<file path="src/rtl/math_game_pkg.sv">
// Shared types and defaults for the math round engine.
package math_game_pkg;

    localparam int unsigned OPW_DEFAULT = 3;
    localparam int unsigned SCW_DEFAULT = 8;
    localparam int unsigned SESSION_SECS_DEFAULT = 30;

    typedef enum logic [2:0] {
        StIdle     = 3'd0,
        StGetA     = 3'd1,
        StGetB     = 3'd2,
        StAsk      = 3'd3,
        StFeedback = 3'd4,
        StDone     = 3'd5
    } state_e;

    // Busy covers every state that belongs to a running session.
    function automatic logic is_busy(input state_e s);
        return (s != StIdle) && (s != StDone);
    endfunction

endpackage

</file>
<file path="src/rtl/session_timer.sv">
// Counts tick_1s pulses during a session; flags the tick that ends it.
module session_timer #(
    parameter int unsigned SESSION_SECS = 30
) (
    input  logic clk,
    input  logic rst,
    input  logic clear,
    input  logic tick_en,
    output logic expire
);

    localparam int unsigned CW = $clog2(SESSION_SECS);

    logic [CW-1:0] count_q;

    assign expire = tick_en && (count_q == CW'(SESSION_SECS - 1));

    // Seconds elapsed; restarts on clear and after expiry.
    always_ff @(posedge clk or posedge rst) begin
        if (rst) begin
            count_q <= '0;
        end else if (clear || expire) begin
            count_q <= '0;
        end else if (tick_en) begin
            count_q <= count_q + 1'b1;
        end
    end

endmodule

</file>
<file path="src/rtl/math_round_engine.sv">
// Timed math session: operand fetch, question, grading and score.
// Optional build macro SCORE_PENALTY_EN: wrong answers decrement the score (floor 0).
module math_round_engine
    import math_game_pkg::*;
#(
    parameter int unsigned OPW          = OPW_DEFAULT,
    parameter int unsigned SESSION_SECS = SESSION_SECS_DEFAULT,
    parameter int unsigned SCW          = SCW_DEFAULT
) (
    input  logic           clk,
    input  logic           rst,
    input  logic           enable,
    input  logic           donot_borrow,
    input  logic           tick_1s,
    input  logic           rng_valid,
    input  logic [OPW-1:0] rng_value,
    input  logic [OPW:0]   answer_sw,
    input  logic           answer_push,
    output logic           rng_req,
    output logic [OPW-1:0] operand_a,
    output logic [OPW-1:0] operand_b,
    output logic           op_sub,
    output logic [SCW-1:0] score,
    output logic           correct_led,
    output logic           wrong_led,
    output logic           busy,
    output logic           time_out
);

    state_e         state_q, state_d;
    logic [OPW-1:0] opa_q, opa_d, opb_q, opb_d;
    logic           sub_q, sub_d;
    logic [SCW-1:0] score_q, score_d;
    logic           cled_q, cled_d, wled_q, wled_d;
    logic           req_q, req_d;
    logic           tout_q, tout_d;
    logic           timer_clear, tick_en, expire, captured, b_sub;
    logic [OPW:0]   expected;

    assign busy    = is_busy(state_q);
    assign tick_en = tick_1s && busy && enable;

    session_timer #(
        .SESSION_SECS(SESSION_SECS)
    ) u_timer (
        .clk     (clk),
        .rst     (rst),
        .clear   (timer_clear),
        .tick_en (tick_en),
        .expire  (expire)
    );

    // Answer computed in OPW+1 bits so subtraction wraps.
    assign expected = sub_q ? ({1'b0, opa_q} - {1'b0, opb_q}) : ({1'b0, opa_q} + {1'b0, opb_q});
    // Operation chosen from the freshly captured b and the held a.
    assign b_sub = opa_q[0] ^ rng_value[0];

    // Next-state and datapath updates; enable drop, then expiry, take priority.
    always_comb begin
        state_d     = state_q;
        opa_d       = opa_q;
        opb_d       = opb_q;
        sub_d       = sub_q;
        score_d     = score_q;
        cled_d      = cled_q;
        wled_d      = wled_q;
        tout_d      = 1'b0;
        timer_clear = 1'b0;
        captured    = 1'b0;
        if (!enable) begin
            state_d = StIdle;
            cled_d  = 1'b0;
            wled_d  = 1'b0;
        end else if (expire) begin
            state_d = StDone;
            tout_d  = 1'b1;
            cled_d  = 1'b0;
            wled_d  = 1'b0;
        end else begin
            unique case (state_q)
                StIdle: begin
                    state_d     = StGetA;
                    score_d     = '0;
                    timer_clear = 1'b1;
                end
                StGetA: begin
                    if (rng_valid) begin
                        opa_d    = rng_value;
                        captured = 1'b1;
                        state_d  = StGetB;
                    end
                end
                StGetB: begin
                    if (rng_valid) begin
                        captured = 1'b1;
                        sub_d    = b_sub;
                        state_d  = StAsk;
                        if (b_sub && donot_borrow && (opa_q < rng_value)) begin
                            opa_d = rng_value;
                            opb_d = opa_q;
                        end else begin
                            opb_d = rng_value;
                        end
                    end
                end
                StAsk: begin
                    if (answer_push) begin
                        state_d = StFeedback;
                        if (answer_sw == expected) begin
                            cled_d = 1'b1;
                            if (score_q != '1) score_d = score_q + 1'b1;
                        end else begin
                            wled_d = 1'b1;
`ifdef SCORE_PENALTY_EN
                            if (score_q != '0) score_d = score_q - 1'b1;
`endif
                        end
                    end
                end
                StFeedback: begin
                    if (tick_1s) begin
                        cled_d  = 1'b0;
                        wled_d  = 1'b0;
                        state_d = StGetA;
                    end
                end
                StDone: begin
                    cled_d = 1'b0;
                    wled_d = 1'b0;
                end
                default: state_d = StIdle;
            endcase
        end
        // Request drops for the cycle after each capture.
        req_d = ((state_d == StGetA) || (state_d == StGetB)) && !captured;
    end

    // State and output registers.
    always_ff @(posedge clk or posedge rst) begin
        if (rst) begin
            state_q <= StIdle;
            opa_q   <= '0;
            opb_q   <= '0;
            sub_q   <= 1'b0;
            score_q <= '0;
            cled_q  <= 1'b0;
            wled_q  <= 1'b0;
            req_q   <= 1'b0;
            tout_q  <= 1'b0;
        end else begin
            state_q <= state_d;
            opa_q   <= opa_d;
            opb_q   <= opb_d;
            sub_q   <= sub_d;
            score_q <= score_d;
            cled_q  <= cled_d;
            wled_q  <= wled_d;
            req_q   <= req_d;
            tout_q  <= tout_d;
        end
    end

    assign rng_req     = req_q;
    assign operand_a   = opa_q;
    assign operand_b   = opb_q;
    assign op_sub      = sub_q;
    assign score       = score_q;
    assign correct_led = cled_q;
    assign wrong_led   = wled_q;
    assign time_out    = tout_q;

endmodule

</file>
<file path="config.mk">
export PLATFORM = sky130hd
export DESIGN_NAME = math_round_engine
export DESIGN_NICKNAME = d
export VERILOG_FILES = /design/src/rtl/math_game_pkg.sv /design/src/rtl/session_timer.sv /design/src/rtl/math_round_engine.sv
export SDC_FILE = /design/constraint.sdc
export NUM_CORES = 1
export LEC_CHECK = 0
export ABC_AREA = 1
export BUFFER_PORTS_ARGS = -buffer_cell sky130_fd_sc_hd__buf_2
export CAP_MARGIN = 15
export CORE_MARGIN = 2
export CORE_UTILIZATION = 51
export DETAILED_ROUTE_END_ITERATION = 7
export PLACE_DENSITY = 0.77
export SLEW_MARGIN = 20
export SYNTH_ARGS = -nofsm -noshare
export SYNTH_HDL_FRONTEND = slang
export SYNTH_SLANG_ARGS = --single-unit
</file>
<file path="constraint.sdc">
create_clock -name clk -period 2.2 [get_ports clk]
set_input_delay 0.66 -clock clk [delete_from_list [all_inputs] [get_ports clk]]
set_output_delay 0.66 -clock clk [all_outputs]
set_load 0.05 [all_outputs]
</file>
==> flow_metrics.tcl <==
set metrics [dict create \
    status "complete, but fails checks" \
    violations "setup timing" \
    maxCapViolCount 0 \
    fill_cells 316 \
    rsz0062_at_grt "yes" \
    cts-htree-levels 1 \
    p_per_area_nw_per_um2 1290 \
    drt-vias-per-instance 5.01 \
    first_pass_iters 4 \
    crit_slowest_cell "fa_2" \
    avgRoutedWirePerCell_um 11.7 \
    reg2reg_depth 12 \
    cpMostUsedCell "nand2_1" \
    grt_pass1_vias 1679 \
    synth-edff-count 0 \
    portBuffers 33 \
    period_minus_slack_ns 2.23 \
    antenna_found_initial 0 \
    fin_area_um2 2360 \
    grt.total_usage 0.210 \
    crit_family "adder cells" \
    relSlewSlack 0.770 \
    clk_path_buf_depth 2 \
    synthesis.area_um2 1950 \
    ant_nets 0 \
    hold_viol_final 0 \
    ys.flop_type "dfrtp_1" \
    ioPinCount 34 \
    ys_warn_count 0 \
    num_vias 1797 \
    grt_pass1_wl_um 7100 \
    die-area_um2 4340 \
    antennaDiodeCount 0 \
    cts_tree "yes" \
    synth_seq_area_share 0.346 \
    cp_max_fo 8 \
    final_layout_size_suffix_gt1_frac 0.289 \
    arrival_ns 2.39 \
    overflow 0 \
    initial_core_util 0.534 \
    netlist.top_cell.by_area "dfrtp_1" \
    areaGrowthSynthToFinish_pct 20.6 \
    synth_top_area_share 0.346 \
    rows 22 \
    cp-start-kind "flip-flop" \
    async_flop_share 1.00 \
    required_ns 2.37 \
    ys_seq_elements 27 \
    grt_start_max_net_pins 28 \
    drv_slew 0 \
    cts_sinks 27 \
    end_kind "flip-flop" \
    worstSkewPairLatency_ns 0.27 \
    wl_um 4210 \
    numCtsBuffers 3 \
    p_total_mw 3.03 \
    globalplace.congestion 0.869 \
    power.leakage_nw 1.27 \
    vdd_drop_max_mv 1.14 \
    utilization 0.644 \
    crit_type "reg -> reg" \
    syn-num-nets 290 \
    postSynthAreaPerCell_um2 7.37 \
    finalSetupViolCount 4 \
    die_y_um 65.9 \
    clock_skew_ns 0.00629 \
    fin_crit_sh 1.01 \
    path_cells "inv_2, ha_4, o21ai_2, fa_2, xnor2_2, nand2_1, nor2_2, nand2_2, nand2_4, nand2_4, nand2_1, nand2_1" \
    worst_slew_pin_slew_ns 0.342 \
    max_clock_freq_mhz 449 \
    placed_area_um2 2250 \
    clkTransAtPathRegs_ns 0.10 \
    postSynthCellCount 265 \
    reg2reg_from "operand_b[0]" \
    r2r_slack_ns -0.03 \
    design.core.area_um2 3660 \
    fin_nets 337 \
    max_stage_delay_ns 0.48 \
    die_x_um 65.9 \
    crit_buf_inv 1 \
    ys_top_cells_by_area "dfrtp_1 35%, nand2_1 15%, inv_1 6.9%" \
    drt_iter0_markers 76 \
    hold_path_class "in -> async" \
    yosysUniqueCellTypes 30 \
    drc_errors 0 \
    rr_endpoint "score[4]" \
    setup_slack_ns -0.0261 \
    cts_root_buf "clkbuf_8" \
    dp_hpwl_um 3230 \
    crit_start "operand_b[0]" \
]
-- where the power goes --
part	internal, mW	leakage (nW)	switching [mW]
Clock	0.129	0.0217	0.162
Sequential	0.624	0.353	0.127
Combinational	0.750	0.899	1.24
-- metal layers --
| layer | up-vias | share of wire | track usage |
|---|---|---|---|
| li1 | 927 | - | - |
| met1 | 844 | 0.46 | 0.277 |
| met2 | 24 | 0.50 | 0.365 |
| met3 | 2 | 0.023 | 0.0307 |
| met4 | 0 | 0.0078 | 0.0417 |
| met5 | - | 0 | 0 |
-- logic make-up (layout without fill, tap and decap cells) --
kind of cell / after synthesis / count (layout) / synth area share
and+or+nand+nor: 150 / 151 / 0.377
buffers and inverters: 46 / 91 / 0.0948
DFF: 27 / 27 / 0.346
AOI/OAI and AO/OA: 21 / 21 / 0.0634
adders and majority gates: 11 / 11 / 0.0743
xor gates and xnor gates: 10 / 10 / 0.0448
-- layout make-up --
| type | count | area (um2) | area share |
|---|---|---|---|
| sequential | 27 | 679 | 0.288 |
| tap | 48 | 60.1 | 0.0255 |
| multi-input combinational | 193 | 1160 | 0.492 |
| timing repair buffer | 44 | 248 | 0.105 |
| inverter | 43 | 161 | 0.0685 |
| clock buffer | 3 | 41.3 | 0.0175 |
| clock inverter | 1 | 7.51 | 0.00319 |
-- what timing repair did --
item | in CTS | in global routing
hold buffers | 0 | 0
resized for setup | 3 | 7
pin swaps | 2 | 7
endpoints found under the setup margin | 9 | 10
gates cloned | 1 | 0
buffers inserted | 0 | 1
-- sequential cells by signal (all words and copies together), names as in the netlist --
signal	count
op_sub	1
rng_req	1
operand_b	3
correct_led	1
score	8
u_timer.count_q	5
state_q	3
operand_a	3
wrong_led	1
time_out	1
-- layout by cell type (no fill, tap or decap), types with 2 or more instances in the layout --
cell type  netlist  final
a21oi_1          5      5
buf_2            1     33
buf_4            1     11
clkbuf_8         0      3
dfrtp_1         27     24
dfrtp_2          0      3
ha_1            10      9
inv_1           36     34
inv_2            7      9
nand2_1         76     72
nand2_2          1      5
nand2_4          3      4
nand3_1         26     25
nand3_2          3      4
nand4_1          3      3
nand4_4          2      2
nor2_1          26     24
nor2_2           2      4
nor3_1           3      3
o211ai_1         3      3
o21ai_0          7      6
o21ai_1          3      3
o21ai_2          3      4
xnor2_1          4      2
xnor2_2          0      2
xor2_1           6      6
-- worst min-delay path: cells and delay by family --
family / cells / cell delay [ns]
buf+inv: 3 / 0.45
-- worst max-delay path by stage --
stage	endpoint	slack (ns)	depth (start not counted)
2_1_floorplan	correct_led	-0.1	15
3_3_place_gp	score[3]	0.009	12
3_5_place_dp	score[4]	-0.04	12
4_1_cts	score[4]	0.0007	14
5_1_grt	score[4]	-0.16	15
6_report	score[4]	-0.03	12
-- through the flow --
stage	hold WS, ns	cells	setup WS [ns]	setup TNS, ns
after detailed placement	0.512	353	-0.0427	-0.291
after floorplan	0.481	265	-0.0965	-0.316
after global placement	0.499	353	0.00917	0
after CTS	0.432	358	0.000700	0
final	0.428	359	-0.0261	-0.0493
after global routing	0.451	359	-0.165	-1.28
-- synthesized netlist by cell type, types with 3 or more instances --
library cell / count
nor2_1: 26
dfrtp_1: 27
ha_1: 10
o21ai_1: 3
o211ai_1: 3
nand2_1: 76
nand2_4: 3
a21oi_1: 5
xnor2_1: 4
inv_2: 7
o21ai_0: 7
nand3_2: 3
inv_1: 36
xor2_1: 6
nor3_1: 3
o21ai_2: 3
nand3_1: 26
nand4_1: 3
No activity file was read; power rests on OpenSTA's default activity.
